**src/rtl/brew_pkg_1058.sv**
```systemverilog
// Shared types and default timing constants for the brewing unit.
package brew_pkg_1058;

    typedef enum logic [2:0] {
        IDLE  = 3'd0,
        GRIND = 3'd1,
        HEAT  = 3'd2,
        POUR  = 3'd3,
        DONE  = 3'd4,
        FAULT = 3'd5
    } brew_state_t;

    localparam int CNT_W_DEF        = 16;
    localparam int GRIND_CYC_DEF    = 4000;
    localparam int HEAT_MAX_CYC_DEF = 40000;
    localparam int POUR_CYC_DEF     = 20000;

endpackage

```
**src/rtl/brew_timer_1058.sv**
```systemverilog
// Loadable down-counter used as the phase timer. It saturates at zero.
module brew_timer_1058 #(
    parameter int CNT_W = 16
) (
    input  logic             clk,
    input  logic             rst,
    input  logic             i_load,
    input  logic [CNT_W-1:0] i_load_val,
    input  logic             i_dec,
    output logic             o_zero
);

    logic [CNT_W-1:0] r_cnt;

    // Counter register: load takes priority over decrement; zero never wraps.
    always_ff @(posedge clk) begin
        if (rst) begin
            r_cnt <= {CNT_W{1'b0}};
        end else if (i_load) begin
            r_cnt <= i_load_val;
        end else if (i_dec && (r_cnt != {CNT_W{1'b0}})) begin
            r_cnt <= r_cnt - {{(CNT_W-1){1'b0}}, 1'b1};
        end else begin
            r_cnt <= r_cnt;
        end
    end

    assign o_zero = (r_cnt == {CNT_W{1'b0}});

endmodule

```
**src/rtl/brew_unit_1058.sv**
```systemverilog
// Brewing-unit sequencer: answers the prepare_coffee/coffee_ready handshake
// by running grinder, heater and pump for timed phases, with abort and fault
// handling. Outputs are registered decodes of the next state, so they always
// match the current state (Moore behaviour).
module brew_unit_1058
    import brew_pkg_1058::*;
#(
    parameter int CNT_W        = CNT_W_DEF,
    parameter int GRIND_CYC    = GRIND_CYC_DEF,
    parameter int HEAT_MAX_CYC = HEAT_MAX_CYC_DEF,
    parameter int POUR_CYC     = POUR_CYC_DEF
) (
    input  logic clk4m,
    input  logic rst,
    input  logic prepare_coffee,
    input  logic temp_ok,
    input  logic water_low,
    output logic grinder_on,
    output logic heater_on,
    output logic pump_on,
    output logic coffee_ready,
    output logic brew_fault
);

    localparam logic [CNT_W-1:0] GRIND_LOAD = CNT_W'(GRIND_CYC - 1);
    localparam logic [CNT_W-1:0] HEAT_LOAD  = CNT_W'(HEAT_MAX_CYC - 1);
    localparam logic [CNT_W-1:0] POUR_LOAD  = CNT_W'(POUR_CYC - 1);

    brew_state_t      r_state;
    brew_state_t      w_next;
    logic             w_load;
    logic [CNT_W-1:0] w_load_val;
    logic             w_dec;
    logic             w_zero;
    logic             r_grinder_on;
    logic             r_heater_on;
    logic             r_pump_on;
    logic             r_coffee_ready;
    logic             r_brew_fault;

    brew_timer_1058 #(.CNT_W(CNT_W)) u_timer (
        .clk        (clk4m),
        .rst        (rst),
        .i_load     (w_load),
        .i_load_val (w_load_val),
        .i_dec      (w_dec),
        .o_zero     (w_zero)
    );

    // State register.
    always_ff @(posedge clk4m) begin
        if (rst) begin
            r_state <= IDLE;
        end else begin
            r_state <= w_next;
        end
    end

    // Next-state and timer control; abort beats water fault beats progress.
    always_comb begin
        w_next     = r_state;
        w_load     = 1'b0;
        w_load_val = {CNT_W{1'b0}};
        w_dec      = 1'b0;
        case (r_state)
            IDLE: begin
                if (prepare_coffee && !water_low) begin
                    w_next     = GRIND;
                    w_load     = 1'b1;
                    w_load_val = GRIND_LOAD;
                end else if (prepare_coffee) begin
                    w_next = FAULT;
                end else begin
                    w_next = IDLE;
                end
            end
            GRIND: begin
                if (!prepare_coffee) begin
                    w_next = IDLE;
                end else if (water_low) begin
                    w_next = FAULT;
                end else if (w_zero) begin
                    w_next     = HEAT;
                    w_load     = 1'b1;
                    w_load_val = HEAT_LOAD;
                end else begin
                    w_dec = 1'b1;
                end
            end
            HEAT: begin
                if (!prepare_coffee) begin
                    w_next = IDLE;
                end else if (water_low) begin
                    w_next = FAULT;
                end else if (temp_ok) begin
                    w_next     = POUR;
                    w_load     = 1'b1;
                    w_load_val = POUR_LOAD;
                end else if (w_zero) begin
                    w_next = FAULT;
                end else begin
                    w_dec = 1'b1;
                end
            end
            POUR: begin
                if (!prepare_coffee) begin
                    w_next = IDLE;
                end else if (water_low) begin
                    w_next = FAULT;
                end else if (w_zero) begin
                    w_next = DONE;
                end else begin
                    w_dec = 1'b1;
                end
            end
            DONE: begin
                if (!prepare_coffee) begin
                    w_next = IDLE;
                end else begin
                    w_next = DONE;
                end
            end
            FAULT: begin
                if (!prepare_coffee && !water_low) begin
                    w_next = IDLE;
                end else begin
                    w_next = FAULT;
                end
            end
            default: begin
                w_next = IDLE;
            end
        endcase
    end

    // Output registers decoded from the state being entered.
    always_ff @(posedge clk4m) begin
        if (rst) begin
            r_grinder_on   <= 1'b0;
            r_heater_on    <= 1'b0;
            r_pump_on      <= 1'b0;
            r_coffee_ready <= 1'b0;
            r_brew_fault   <= 1'b0;
        end else begin
            r_grinder_on   <= (w_next == GRIND);
            r_heater_on    <= (w_next == HEAT) || (w_next == POUR);
            r_pump_on      <= (w_next == POUR);
            r_coffee_ready <= (w_next == DONE);
            r_brew_fault   <= (w_next == FAULT);
        end
    end

    assign grinder_on   = r_grinder_on;
    assign heater_on    = r_heater_on;
    assign pump_on      = r_pump_on;
    assign coffee_ready = r_coffee_ready;
    assign brew_fault   = r_brew_fault;

endmodule

```
**config.mk**
```make
export PLATFORM = sky130hd
export DESIGN_NAME = brew_unit_1058
export DESIGN_NICKNAME = d
export VERILOG_FILES = /design/src/rtl/brew_pkg_1058.sv /design/src/rtl/brew_timer_1058.sv /design/src/rtl/brew_unit_1058.sv
export SDC_FILE = /design/constraint.sdc
export NUM_CORES = 1
export LEC_CHECK = 0
export CAP_MARGIN = 20
export CORE_MARGIN = 2
export CORE_UTILIZATION = 50
export CTS_BUF_LIST = sky130_fd_sc_hd__clkbuf_4 sky130_fd_sc_hd__clkbuf_8
export CTS_CLUSTER_SIZE = 12
export DETAILED_ROUTE_END_ITERATION = 10
export PLACE_DENSITY = 0.69
export SYNTH_ARGS = -nofsm -noshare
export SYNTH_HDL_FRONTEND = slang
export SYNTH_SLANG_ARGS = --single-unit
```
**constraint.sdc**
```tcl
create_clock -name clk4m -period 7.9 [get_ports clk4m]
set_clock_uncertainty 0.2 [all_clocks]
set_input_delay 1.58 -clock clk4m [delete_from_list [all_inputs] [get_ports clk4m]]
set_output_delay 1.58 -clock clk4m [all_outputs]
set_load 0.05 [all_outputs]
```
# Yosys cells after proc, flatten, opt, wreduce, memory -nomap -nowiden
# Cells that the tools add are included.
op_classes:
  shift: 0
  n_bitwise: 0
  mux: 40
  order_cmp: 0
  multipliers: 0
  n_addsub: 1
  eq_ne: 10
  n_reduce_logical: 11
  n_div: 0
ops:
  columns: ["operator", "count"]
  rows:
  - ["2-to-1 mux 16 bit", 5]
  - ["one-hot mux 16 bit (3 select lines)", 1]
  - ["2-to-1 mux 15 bit", 3]
  - ["2-to-1 mux 3 bit", 14]
  - ["one-hot mux 3 bit (6 select lines)", 1]
  - ["zero test 16 bit", 1]
  - ["nonzero test 16 bit", 1]
  - ["subtractor 16 x 1 -> 16 bit (second input constant)", 1]
  - ["2-to-1 mux 1 bit", 13]
  - ["== test 3 x 2 -> 1 bit (second input constant)", 4]
  - ["== test 3 bit (second input constant)", 4]
  - ["2-to-1 mux 12 bit", 1]
  - ["== test 3 x 1 -> 1 bit (second input constant)", 2]
  - ["logical AND 1 bit", 3]
  - ["zero test 3 bit", 1]
  - ["one-hot mux 1 bit (3 select lines)", 1]
  - ["zero test 1 bit", 2]
  - ["one-hot mux 1 bit (2 select lines)", 1]
  - ["nonzero test 2 bit", 1]
  - ["OR reduction 2 bit", 1]
  - ["logical OR 1 bit", 1]
word_totals:
  memories: 0
  latchBits: 0
  output_inout_bits: 5
  elab_cells: 69
  ramBits: 0
  register_bits: 24
  romBits: 0

# Logic depth before layout (Yosys ltp)
# Gate-level depths: netlist (run 1).
logic_depth:
  depth_word: 9
  depth_mapped: 8
  ltp_nobuf: 7

# By module
# From an unflattened synthesis (run 1), not the netlist that was laid out.
hier_totals:
  hier_cells: 166
  hier_area_um2: 1382.6
by_module_without_submodules:
  columns: ["module", "n_inst", "area_each_um2", "cells_each", "seq_area_each_um2"]
  rows:
  - ["brew_timer_1058", 1, 944.7, 114, 320.3]
  - ["brew_unit_1058", 1, 437.9, 52, 160.2]

# Least setup slack after synthesis (run 1)
# No wires, ideal clock.
synth_timing:
  path_type: "input port to flip-flop"
  startpoint: "in water_low"
  endpoint: "reg u_timer.r_cnt[5]"
  n_path_buf: 1
  arrival_ns: 2.914
  path_slack_ns: 4.706
  stages: 6
  setup_ns: 0.080
  path_cell_list: "clkbuf_1 > nor3b_1 > o21ai_1 > nor2_1 > o221ai_1 > a211oi_2"
synth_between:
  elab_chain_len: 5
  elab_cells_between_ends: 21
  classes_between: "mux (17); reduce/logical (4)"
synth_rtl:
  columns: ["item", "line_no", "text"]
  rows:
  - ["start, declared", "brew_unit_1058.sv:17", "input logic water_low,"]
  - ["2-to-1 mux 1 bit (tied with other cells)", "brew_unit_1058.sv:80", "end else if (water_low) begin"]
  - ["2-to-1 mux 1 bit (tied with other cells)", "brew_unit_1058.sv:106", "if (!prepare_coffee) begin"]
  - ["one-hot mux 1 bit (2 select lines) or 2-to-1 mux 1 bit (tied branches)", "brew_unit_1058.sv:65, brew_unit_1058.sv:67", null]
  - ["logical AND 1 bit or one-hot mux 1 bit (3 select lines) (tied branches)", "brew_timer_1058.sv:21, brew_unit_1058.sv:65", null]
  - ["nonzero test 2 bit (no line) or 2-to-1 mux 16 bit (tied branches)", null, null]
  - ["end signal, assigned", "brew_timer_1058.sv:20", "r_cnt <= i_load_val;"]
  - ["end signal, assigned", "brew_timer_1058.sv:22", "r_cnt <= r_cnt - {{(CNT_W-1){1'b0}}, 1'b1};"]
  - ["end signal, assigned", "brew_timer_1058.sv:24", "r_cnt <= r_cnt;"]
  - ["end, declared", "brew_timer_1058.sv:13", "logic [CNT_W-1:0] r_cnt;"]
# Several ways; a longest one is shown, not always the timed one.
# A chain may end at the register's enable or synchronous reset.

# Worst setup path in the final report (run 1)
layout_timing:
  startpoint: "in water_low"
  endpoint: "reg u_timer.r_cnt[7]"
layout_between:
  elab_chain_len: 5
  elab_cells_between_ends: 22
  classes_between: "mux (18); reduce/logical (4)"
layout_rtl:
  columns: ["item", "line_no", "text"]
  rows:
  - ["2-to-1 mux 1 bit (tied with other cells)", "brew_unit_1058.sv:80", null]
  - ["2-to-1 mux 1 bit (tied with other cells)", "brew_unit_1058.sv:106", null]
  - ["one-hot mux 1 bit (2 select lines) (tied with other cells)", "brew_unit_1058.sv:65", "case (r_state)"]
  - ["logical AND 1 bit (tied with other cells)", "brew_timer_1058.sv:21", "end else if (i_dec && (r_cnt != {CNT_W{1'b0}})) begin"]
  - ["nonzero test 2 bit (no line) or 2-to-1 mux 16 bit (tied branches)", null, null]
# Several ways; a longest one is shown, not always the timed one.

==> results of run 1 <==
## worst min path at each step
| stage | endpoint | slack (ns) | cells after the start |
|---|---|---|---|
| after floorplan | u_timer.r_cnt[15]$_SDFFE_PP0P_ | 0.26 | 2 |
| final | u_timer.r_cnt[15]$_SDFFE_PP0P_ | 0.31 | 2 |
| after CTS | u_timer.r_cnt[15]$_SDFFE_PP0P_ | 0.30 | 2 |
| after global placement | u_timer.r_cnt[15]$_SDFFE_PP0P_ | 0.28 | 2 |
| after detailed placement | u_timer.r_cnt[15]$_SDFFE_PP0P_ | 0.29 | 2 |
| after global routing | u_timer.r_cnt[15]$_SDFFE_PP0P_ | 0.32 | 2 |
## metal layers
| metal | up-vias | track usage, % |
|---|---|---|
| met5 | - | 0 |
| met4 | 0 | 9.30 |
| met3 | 7 | 4.24 |
| met2 | 56 | 33.0 |
| met1 | 628 | 30.6 |
| li1 | 663 | - |
## synth_stat cells (all sizes together) (2+ instances only)
cell	instances
a211oi	5
a21o	2
a21oi	14
a221oi	2
buf	3
clkbuf	4
dfxtp	24
ha	2
inv	8
nand2	4
nand2b	7
nand3	6
nand4	2
nor2	14
nor2b	3
nor3	19
nor4	4
o211ai	2
o21ai	6
o22ai	3
o31ai	2
or2	2
or3b	2
or4	4
or4b	2
xnor2	4
xor2	4
## layout make-up
cell class	instances	area share [%]
Clock buffer	3	1.40
Multi-Input combinational cell	133	57.0
Inverter	8	1.86
Clock inverter	1	1.86
Timing Repair Buffer	9	5.59
Tap cell	31	2.41
Sequential cell	24	29.8
## registers in the layout, indices dropped and copies added, names as in the netlist
signal and flops:
brew_fault 1, pump_on 1, grinder_on 1, r_state 3
coffee_ready 1, u_timer.r_cnt 16, heater_on 1
## placed cells by master, fill, tap and decap left out, drive strengths merged, types with 2 or more instances in the layout
cell type      instances
or2                    2
or4                    4
clkbuf                 3
nand2b                 7
nor2b                  3
o211ai                 2
nor2                  14
a211oi                 5
or4b                   2
nand3                  6
clkdlybuf4s50          9
xnor2                  4
o22ai                  3
inv                    8
a21oi                 14
nor4                   4
xor2                   4
nor3                  19
nand4                  2
o31ai                  2
a221oi                 2
nand2                  4
o21ai                  6
dfxtp                 24
or3b                   2
a21o                   2
ha                     2
## worst register-to-register path: stages, from the launching register on
cell	delay, ns
dfxtp_1	0.35
inv_1	0.11
ha_1	0.15
or4b_2	0.65
or4_4	0.57
mux2i_1	0.18
o31ai_1	0.60
nor2b_1	0.20
## through the flow
step / hold slack, ns / cells / setup slack (ns) / cell area, µm² / utilization (%)
floorplan: 0.257 / 172 / 4.71 / 1460 / -
global placement: 0.285 / 205 / 3.88 / 1560 / 56.5
detailed placement: 0.286 / 205 / 3.83 / 1560 / 56.5
CTS: 0.305 / 209 / 4.20 / 1610 / 58.4
global route: 0.321 / 209 / 4.06 / 1610 / 58.4
finish: 0.310 / 209 / 4.12 / 1610 / 58.4
## power groups by stage
stage          Clock [mW]  Combinational, mW  Sequential (mW)
2_1_floorplan           0             0.0625            0.140
3_3_place_gp            0             0.0776            0.140
3_5_place_dp            0             0.0786            0.141
4_1_cts            0.0927             0.0789            0.138
5_1_grt            0.0965             0.0886            0.140
6_report           0.0902             0.0806            0.138
## logic make-up (layout without fill, tap and decap cells)
logic type	count (synthesis)	after routing	share of synthesized area [%]
AOI/OAI and AO/OA	47	47	24.9
and+or+nand+nor	75	75	30.7
adders and majority gates	2	2	1.71
buffers and inverters	15	21	4.36
muxes	1	1	0.684
xor gates and xnor gates	8	8	4.79
DFF	24	24	32.8
==> key figures, run 1 <==
STA
  • Final Critical Period: 3.78 ns
  • Final worst-path cycle share: 47.8%
  • FMAX: 0.265 GHz
  • Least-Margin Pin Slew: 0.939 ns
  • Hold Fails Final Rpt: 0
  • Final number of setup-violating endpoints: 0
  • Slew Viols, Final: 0
  • Final TNS setup: 0 ns
  • Slew margin rel.: 37.2%
  • RSZ-0062 raised after global routing: no

CTS
  • Hold_buf cts: 0
  • Post-CTS Setup Bufs: 0
  • Clk root buf: clkbuf_4
  • Clock transition at path regs: 0.14 ns
  • H-tree depth: 1
  • CTS Buf Count: 3
  • CTS max path bufs: 2
  • Clk_lat worst skew: 0.32 ns
  • CTS sink cnt: 24
  • CTS resizes: 0
  • CTS tree: done

Power
  • Internal Power: 0.211 mW
  • Sw Pwr: 0.0984 mW
  • Leakage: 0.541 nW
  • Clock power frac: 29.2%
  • Switching Fraction: 31.8%
  • Seq pwr share: 44.7%
  • Total power: 0.309 mW
  • VDD IR max: 0.130 mV
  • Combinational power share: 26.1%
  • Pwr Density: 192 nW/µm²

Cells and area
  • Antenna diode count: 0
  • # fillers: 262
  • Multi-input logic area: 918 µm²
  • Area Growth Syn to Fin: 10.1%
  • Nets: 186
  • Register cell area after layout: 480 µm²
  • Layout cells sized above 1: 11.2%

Die
  • # IOs: 10
  • Die area: 3370 µm²
  • Initial Util: 53.0%
  • Area of the core: 2760 µm²
  • Cell Rows: 19
  • Die height: 58.1 µm
  • Die Width: 58.1 µm

Detailed routing
  • Iter 0 DRT Violations: 72
  • Drt first pass iters: 5
  • Vias per cell: 6.48
  • WL met3: 223 µm
  • Top sig layer: met4
  • Via Count: 1354
  • Remaining DRCs: 0
  • Drt wl/cell: 16.2 µm
  • M1 wire length: 1660 µm
  • Routed wl met2: 1460 µm
  • Antenna-violating nets left: 0
  • Total wire length: 3390 µm

Critical path
  • Worst r2r src: u_timer.r_cnt[0]$_SDFFE_PP0P_
  • Levels on crit path: 6
  • Crit path launch: water_low
  • Cells on worst reg2reg path: 7
  • Slowest CP cell: or3b_2
  • Data arrival, critical path: 3.78 ns
  • Crit path kind: in2reg
  • CP Capture Type: flip-flop
  • Crit-path leading delay family: compound AO/OA/AOI/OAI gates
  • Startpoint Class: primary input
  • CP max FO: 12
  • Crit path buf inv count: 1
  • Worst reg2reg setup slack: 4.83 ns
  • R2R Path End: coffee_ready$_SDFF_PP0_
  • Critical path cell sequence: clkdlybuf4s50_1, or3b_2, a21oi_1, nand2_1, o21ai_0, a31oi_1
  • Largest stage delay, worst path: 0.60 ns
  • CP required: 7.91 ns
  • Setup crit end: u_timer.r_cnt[7]$_SDFFE_PP0P_

Synthesis
  • Primary FF master, synth: dfxtp_1
  • Net count after synthesis: 179
  • Syn avg cell area: 8.50 µm²
  • EDFF count, synth: 0
  • Ys Warns: 0
  • Unique cell type count in the Yosys netlist: 55
  • Share of the synthesized area in the top cell type: 32.8%
  • Post-Syn Instances: 172
  • Yosys reg bits: 24
  • Ranking of synthesized cells by area: dfxtp_1, nor3_1, a21oi_1
  • Post-synthesis cell area: 1460 µm²
  • Cell taking the most area after synthesis: dfxtp_1
  • Post-synthesis async set-or-reset flop share: 0%
  • Sequential share of the synthesized area: 32.8%

Flow run
  • Max-Cap Viols: 0

Global route
  • Initial antenna violation count: 0
  • GRT Resource Usage Total: 21.9%
  • First-pass GRT wire length: 5730 µm
  • Number of global-route vias before repair: 1222
  • Gr ovfl total: 0
  • Pin count of the biggest net entering global routing: 23

Placement
  • Hpwl dp: 2420 µm
  • IO buf count: 9
  • Gpl congestion: 0.951

Min path
  • Hold Crit Class: reg2reg
  • Min-Delay Startpoint: u_timer.r_cnt[15]$_SDFFE_PP0P_

Outcome
  • Status: finished clean
(Power assumes the default switching activity.)
==> run 2: changes to the inputs <==
==> constraint.sdc (replaced) <==
create_clock -name clk4m -period 3.65 [get_ports clk4m]
set_clock_uncertainty 0.2 [all_clocks]
set_input_delay 0.73 -clock clk4m [delete_from_list [all_inputs] [get_ports clk4m]]
set_output_delay 0.73 -clock clk4m [all_outputs]
set_load 0.05 [all_outputs]
==> key figures, run 2 (synthesis results as in run 1) <==
CTS
  • CTS sink cnt: 24 (unchanged)
  • Clock transition at path regs: 0.14 ns (about the same)
  • Post-CTS Setup Bufs: 0 (unchanged)
  • Hold_buf cts: 0 (unchanged)
  • Clk_lat worst skew: 0.32 ns (about the same)
  • CTS tree: done (unchanged)
  • CTS resizes: 0 (unchanged)
  • Clk root buf: clkbuf_4 (unchanged)
  • H-tree depth: 1 (unchanged)
  • CTS max path bufs: 2 (unchanged)
  • CTS Buf Count: 3 (unchanged)

Cells and area
  • Antenna diode count: 0 (unchanged)
  • Max reg flops: 16 (unchanged)
  • Multi-input logic area: 918 µm² (unchanged)
  • Largest registers: u_timer.r_cnt (16), r_state (3) (unchanged)
  • Largest Register: u_timer.r_cnt (unchanged)
  • Layout cells sized above 1: 12.7% (was 11.2%)
  • Nets: 189 (was 186)
  • # fillers: 246 (was 262)
  • Area Growth Syn to Fin: 10.5% (was 10.1%)
  • Commonest non-fill, non-tap cells in the layout: dfxtp_1, nor3_1, a21oi_1, nor2_1, clkdlybuf4s50_1 (unchanged)
  • Register cell area after layout: 480 µm² (unchanged)
  • Final core utilization: 58.6% (was 58.4%)
  • Commonest non-fill, non-tap cell in the layout: dfxtp_1 (unchanged)

Die
  • # IOs: 10 (unchanged)
  • Die area: 3370 µm² (unchanged)
  • Initial Util: 53.0% (unchanged)
  • Die Width: 58.1 µm (unchanged)
  • Die height: 58.1 µm (unchanged)
  • Area of the core: 2760 µm² (unchanged)
  • Cell Rows: 19 (unchanged)

Detailed routing
  • Total wire length: 3400 µm (was 3390 µm)
  • Drt first pass iters: 4 (was 5)
  • Vias per cell: 6.47 (was 6.48)
  • Drt wl/cell: 16.1 µm (was 16.2 µm)
  • Remaining DRCs: 0 (unchanged)
  • Iter 0 DRT Violations: 56 (was 72)
  • Antenna-violating nets left: 0 (unchanged)
  • Via Count: 1371 (was 1354)

STA
  • Slew Viols, Final: 0 (unchanged)
  • Final Critical Period: 2.90 ns
  • Final TNS setup: 0 ns (unchanged)
  • Final number of setup-violating endpoints: 0 (unchanged)
  • RSZ-0062 raised after global routing: no (unchanged)
  • Least-Margin Pin Slew: 0.917 ns (was 0.939 ns)
  • Final worst-path cycle share: 79.5%
  • Hold Fails Final Rpt: 0 (unchanged)
  • FMAX: 0.345 GHz
  • Slew margin rel.: 38.7% (was 37.2%)

Critical path
  • Largest stage delay, worst path: 0.59 ns (was 0.60 ns)
  • CP required: 3.66 ns (was 7.91 ns)
  • CP Capture Type: flip-flop (unchanged)
  • Critical path cell sequence: clkdlybuf4s50_1, or3b_2, a21oi_1, nand2_1, o21ai_0, a31oi_1 (unchanged)
  • Crit path buf inv count: 1 (unchanged)
  • Crit-path leading delay family: compound AO/OA/AOI/OAI gates (unchanged)
  • Startpoint Class: primary input (unchanged)
  • Crit path kind: in2reg (unchanged)
  • CP max FO: 12 (unchanged)
  • Data arrival, critical path: 2.91 ns (was 3.78 ns)
  • Slowest CP cell: or3b_2 (unchanged)

Power
  • Pwr Density: 385 nW/µm² (was 192 nW/µm²)
  • Internal Power: 0.411 mW (was 0.211 mW)
  • Sw Pwr: 0.212 mW (was 0.0984 mW)
  • Switching Fraction: 34.1% (was 31.8%)
  • Seq pwr share: 48.1% (was 44.7%)
  • Combinational power share: 28.8% (was 26.1%)
  • VDD IR max: 0.275 mV (was 0.130 mV)
  • Leakage: 0.549 nW (was 0.541 nW)
  • Clock power frac: 23.0% (was 29.2%)

Global route
  • Gr ovfl total: 0 (unchanged)
  • GRT Resource Usage Total: 22.3% (was 21.9%)
  • Pin count of the biggest net entering global routing: 23 (unchanged)
  • Number of global-route vias before repair: 1236 (was 1222)
  • Initial antenna violation count: 0 (unchanged)
  • First-pass GRT wire length: 5790 µm (was 5730 µm)

Placement
  • IO buf count: 9 (unchanged)
  • Hpwl dp: 2450 µm (was 2420 µm)
  • Gpl congestion: 0.922 (was 0.951)

Outcome
  • Status: finished clean (unchanged)

Min path
  • Hold Crit Class: reg2reg (unchanged)

Flow run
  • Max-Cap Viols: 0 (unchanged)
==> run 2: cell types whose count changed in the layout (fill, tap and decap cells not counted) <==
cell	change
buf_4	+3
bufinv_16	-1
clkbuf_8	+1
==> run 2: metrics by stage <==
stage / power [mW] / hold slack [ns] / instance area (µm²) / worst slack [ns] / instances
floorplan: 0.438 / 0.257 / 1460 / 0.865 / 172
global placement: 0.478 / 0.285 / 1580 / 0.473 / 208
detailed placement: 0.480 / 0.285 / 1580 / 0.458 / 208
CTS: 0.622 / 0.324 / 1620 / 0.784 / 212
global route: 0.659 / 0.343 / 1620 / 0.664 / 212
finish: 0.623 / 0.321 / 1620 / 0.748 / 212
==> run 2: worst paths after layout <==
kind | start | end | slack (ns) | cells after the start
max | water_low | u_timer.r_cnt[7]$_SDFFE_PP0P_ | 0.75 | 6
min | u_timer.r_cnt[14]$_SDFFE_PP0P_ | u_timer.r_cnt[14]$_SDFFE_PP0P_ | 0.32 | 2
max reg2reg | u_timer.r_cnt[0]$_SDFFE_PP0P_ | pump_on$_SDFF_PP0_ | 0.77 | 8
min reg2reg | u_timer.r_cnt[14]$_SDFFE_PP0P_ | u_timer.r_cnt[14]$_SDFFE_PP0P_ | 0.32 | 2
==> run 2: power by group through the flow <==
stage | combinational [mW] | clock (mW) | sequential [mW]
after global routing | 0.199 | 0.157 | 0.302
after CTS | 0.177 | 0.146 | 0.299
after detailed placement | 0.176 | 0 | 0.305
final | 0.180 | 0.144 | 0.300
after global placement | 0.174 | 0 | 0.304
after floorplan | 0.135 | 0 | 0.303
==> run 2: area by class of cell <==
| class | count | area share (%) |
|---|---|---|
| repair buffers | 12 | 6.97 |
| well taps | 31 | 2.40 |
| inverters | 8 | 1.86 |
| clock buffers | 4 | 2.24 |
| multi-input cells | 133 | 56.8 |
| flip-flops and latches | 24 | 29.7 |
==> run 2: metal layers <==
layer / GRT usage [%] / routed length, µm
met5: 0 / 0
met4: 8.31 / 47
met3: 3.57 / 226
met2: 33.3 / 1500
met1: 32.5 / 1630
==> run 2: worst reg2reg max path, stage by stage, from the launching register on <==
cell	delay, ns
dfxtp_1	0.35
inv_1	0.11
ha_1	0.15
or4b_2	0.65
or4_4	0.57
mux2i_1	0.18
o31ai_1	0.29
buf_4	0.20
a2111oi_4	0.03
==> run 3: changes to the inputs <==
--- a/config.mk
+++ b/config.mk
@@ -11,7 +11,7 @@
 export CTS_BUF_LIST = sky130_fd_sc_hd__clkbuf_4 sky130_fd_sc_hd__clkbuf_8
 export CTS_CLUSTER_SIZE = 12
 export DETAILED_ROUTE_END_ITERATION = 10
-export PLACE_DENSITY = 0.69
+export PLACE_DENSITY = 0.72
 export SYNTH_ARGS = -nofsm -noshare
 export SYNTH_HDL_FRONTEND = slang
 export SYNTH_SLANG_ARGS = --single-unit
==> constraint.sdc (replaced) <==
create_clock -name clk4m -period 2.61 [get_ports clk4m]
set_clock_uncertainty 0.2 [all_clocks]
set_input_delay 0.522 -clock clk4m [delete_from_list [all_inputs] [get_ports clk4m]]
set_output_delay 0.522 -clock clk4m [all_outputs]
set_load 0.05 [all_outputs]
==> key figures, run 3 (synthesis results as in run 1) <==
Critical path
  • Cells on worst reg2reg path: 8 (unchanged)
  • CP Capture Type: flip-flop (unchanged)
  • Startpoint Class: flip-flop (was primary input)
  • Worst r2r src: u_timer.r_cnt[1]$_SDFFE_PP0P_ (was u_timer.r_cnt[0]$_SDFFE_PP0P_)
  • CP max FO: 6 (was 12)
  • Worst reg2reg setup slack: 0.04 ns (was 0.77 ns)
  • Crit path kind: reg2reg (was in2reg)
  • Data arrival, critical path: 2.64 ns (was 2.91 ns)
  • Crit path launch: u_timer.r_cnt[1]$_SDFFE_PP0P_ (was water_low)
  • CP required: 2.68 ns (was 3.66 ns)
  • R2R Path End: coffee_ready$_SDFF_PP0_ (was pump_on$_SDFF_PP0_)

Cells and area
  • Final core utilization: 66.8% (was 58.6%)
  • Area Growth Syn to Fin: 26.0% (was 10.5%)
  • Antenna diode count: 0 (unchanged)
  • Largest Register: u_timer.r_cnt (unchanged)
  • Final Non-Filler Cells: 234 (was 212)
  • Commonest non-fill, non-tap cells in the layout: buf_4, dfxtp_1, nor3_1 (was dfxtp_1, nor3_1, a21oi_1, nor2_1, clkdlybuf4s50_1)
  • Commonest non-fill, non-tap cell in the layout: buf_4 (was dfxtp_1)
  • Register cell area after layout: 484 µm² (was 480 µm²)
  • Nets: 211 (was 189)
  • Design Area, Final: 1840 µm² (was 1620 µm²)
  • Max reg flops: 16 (unchanged)
  • Layout cells sized above 1: 26.6% (was 12.7%)
  • Largest registers: u_timer.r_cnt (16), r_state (3) (unchanged)
  • Multi-input logic area: 956 µm² (was 918 µm²)
  • # fillers: 208 (was 246)

CTS
  • CTS max path bufs: 2 (unchanged)
  • CTS Buf Count: 3 (unchanged)
  • CTS tree: done (unchanged)
  • CTS sink cnt: 24 (unchanged)
  • H-tree depth: 1 (unchanged)
  • Hold_buf cts: 0 (unchanged)
  • Clk_lat worst skew: 0.32 ns (about the same)
  • Clock transition at path regs: 0.14 ns (about the same)
  • Clk root buf: clkbuf_4 (unchanged)

Min path
  • Min-Delay Startpoint: u_timer.r_cnt[10]$_SDFFE_PP0P_ (was u_timer.r_cnt[14]$_SDFFE_PP0P_)
  • Hold worst-path end: u_timer.r_cnt[10]$_SDFFE_PP0P_ (was u_timer.r_cnt[14]$_SDFFE_PP0P_)
  • Hold Crit Class: reg2reg (unchanged)
  • Hold Crit Depth: 2 (unchanged)

Die
  • # IOs: 10 (unchanged)
  • Area of the core: 2760 µm² (unchanged)
  • Initial Util: 53.0% (unchanged)
  • Die area: 3370 µm² (unchanged)
  • Cell Rows: 19 (unchanged)
  • Die Width: 58.1 µm (unchanged)
  • Die height: 58.1 µm (unchanged)

Power
  • Seq pwr share: 40.9% (was 48.1%)
  • Leakage: 0.666 nW (was 0.549 nW)
  • Sw Pwr: 0.319 mW (was 0.212 mW)
  • Switching Fraction: 31.4% (was 34.1%)
  • Combinational power share: 32.1% (was 28.8%)
  • Internal Power: 0.698 mW (was 0.411 mW)
  • Total power: 1.02 mW (was 0.623 mW)
  • VDD IR max: 0.425 mV (was 0.275 mV)
  • Clock power frac: 27.0% (was 23.0%)
  • Pwr Density: 552 nW/µm² (was 385 nW/µm²)

STA
  • Hold Fails Final Rpt: 0 (unchanged)
  • Slew Viols, Final: 0 (unchanged)
  • Worst Hold Slack: 0.310 ns (was 0.321 ns)
  • RSZ-0062 raised after global routing: yes (was no)
  • Slew margin rel.: 60.4% (was 38.7%)
  • Final number of setup-violating endpoints: 0 (unchanged)
  • Least-Margin Pin Slew: 0.588 ns (was 0.917 ns)
  • Final Critical Period: 2.57 ns
  • FMAX: 0.390 GHz
  • Final worst-path cycle share: 98.3%

Detailed routing
  • Antenna-violating nets left: 0 (unchanged)
  • Drt first pass iters: 4 (unchanged)
  • Vias per cell: 6.36 (was 6.47)
  • Drt wl/cell: 16.1 µm (about the same)
  • Total wire length: 3760 µm (was 3400 µm)
  • Via Count: 1488 (was 1371)
  • Iter 0 DRT Violations: 110 (was 56)
  • Remaining DRCs: 0 (unchanged)

Placement
  • Gpl congestion: 0.928 (was 0.922)
  • Hpwl dp: 2690 µm (was 2450 µm)
  • Placed cell count: 223 (was 208)
  • Dpl cell area: 1700 µm² (was 1580 µm²)
  • IO buf count: 9 (unchanged)

Outcome
  • Status: finished clean (unchanged)

Global route
  • First-pass GRT wire length: 6200 µm (was 5790 µm)
  • GRT Max-Usage Layer: met2 (unchanged)
  • M3 GR Usage: 3.13% (was 3.57%)
  • Pin count of the biggest net entering global routing: 16 (was 23)
  • GRT Resource Usage Total: 23.3% (was 22.3%)
  • Met2 Use GR: 39.0% (was 33.3%)
  • Global-route met1 utilization: 31.4% (was 32.5%)
  • Initial antenna violation count: 0 (unchanged)
  • Number of global-route vias before repair: 1402 (was 1236)
  • Gr ovfl total: 0 (unchanged)

Flow run
  • Max-Cap Viols: 0 (unchanged)
## run 3: routing by layer
metal | up-vias | wire length, µm
met3 | 4 | 193
li1 | 714 | -
met5 | - | 0
met2 | 60 | 1840
met4 | 0 | 28
met1 | 710 | 1700
## run 3: worst max path at each step
| stage | slack [ns] | depth (start not counted) | to |
|---|---|---|---|
| 5_1_grt | -0.01 | 6 | coffee_ready$_SDFF_PP0_ |
| 4_1_cts | 0.006 | 8 | coffee_ready$_SDFF_PP0_ |
| 2_1_floorplan | 0.05 | 6 | coffee_ready$_SDFF_PP0_ |
| 3_5_place_dp | -0.11 | 6 | u_timer.r_cnt[5]$_SDFFE_PP0P_ |
| 3_3_place_gp | -0.04 | 6 | u_timer.r_cnt[5]$_SDFFE_PP0P_ |
| 6_report | 0.04 | 8 | coffee_ready$_SDFF_PP0_ |
## run 3: stage by stage
stage / TNS (ns) / setup WS, ns
global placement: -0.134 / -0.0434
floorplan: 0 / 0.0488
global route: -0.0169 / -0.0143
CTS: 0 / 0.00627
detailed placement: -0.414 / -0.108
finish: 0 / 0.0436
## run 3: layout make-up
class	instances	share of cell area [%]
Sequential cell	24	26.3
Clock inverter	1	1.63
Inverter	8	1.63
Multi-Input combinational cell	133	51.9
Clock buffer	3	1.22
Timing Repair Buffer	34	15.3
Tap cell	31	2.10
## run 3: power groups by stage
stage | combinational, mW | clock [mW] | sequential, mW
floorplan | 0.192 | 0 | 0.424
global placement | 0.272 | 0 | 0.420
detailed placement | 0.278 | 0 | 0.422
CTS | 0.306 | 0.278 | 0.414
global route | 0.353 | 0.291 | 0.419
finish | 0.327 | 0.275 | 0.416
## run 3: worst max-delay path, cell delays in order, from the launching register on
cell and delay (ns):
dfxtp_2 0.35, inv_2 0.08, ha_4 0.12, or4b_4 0.46, or4_4 0.53, mux2i_4 0.23
o31ai_2 0.26, buf_4 0.18, nor2b_1 0.11
## run 3: what timing repair did
item,in CTS,in global routing
setup buffers,6,1
gates resized for setup,9,5
endpoints found under the setup margin,7,18
pin swaps,6,4
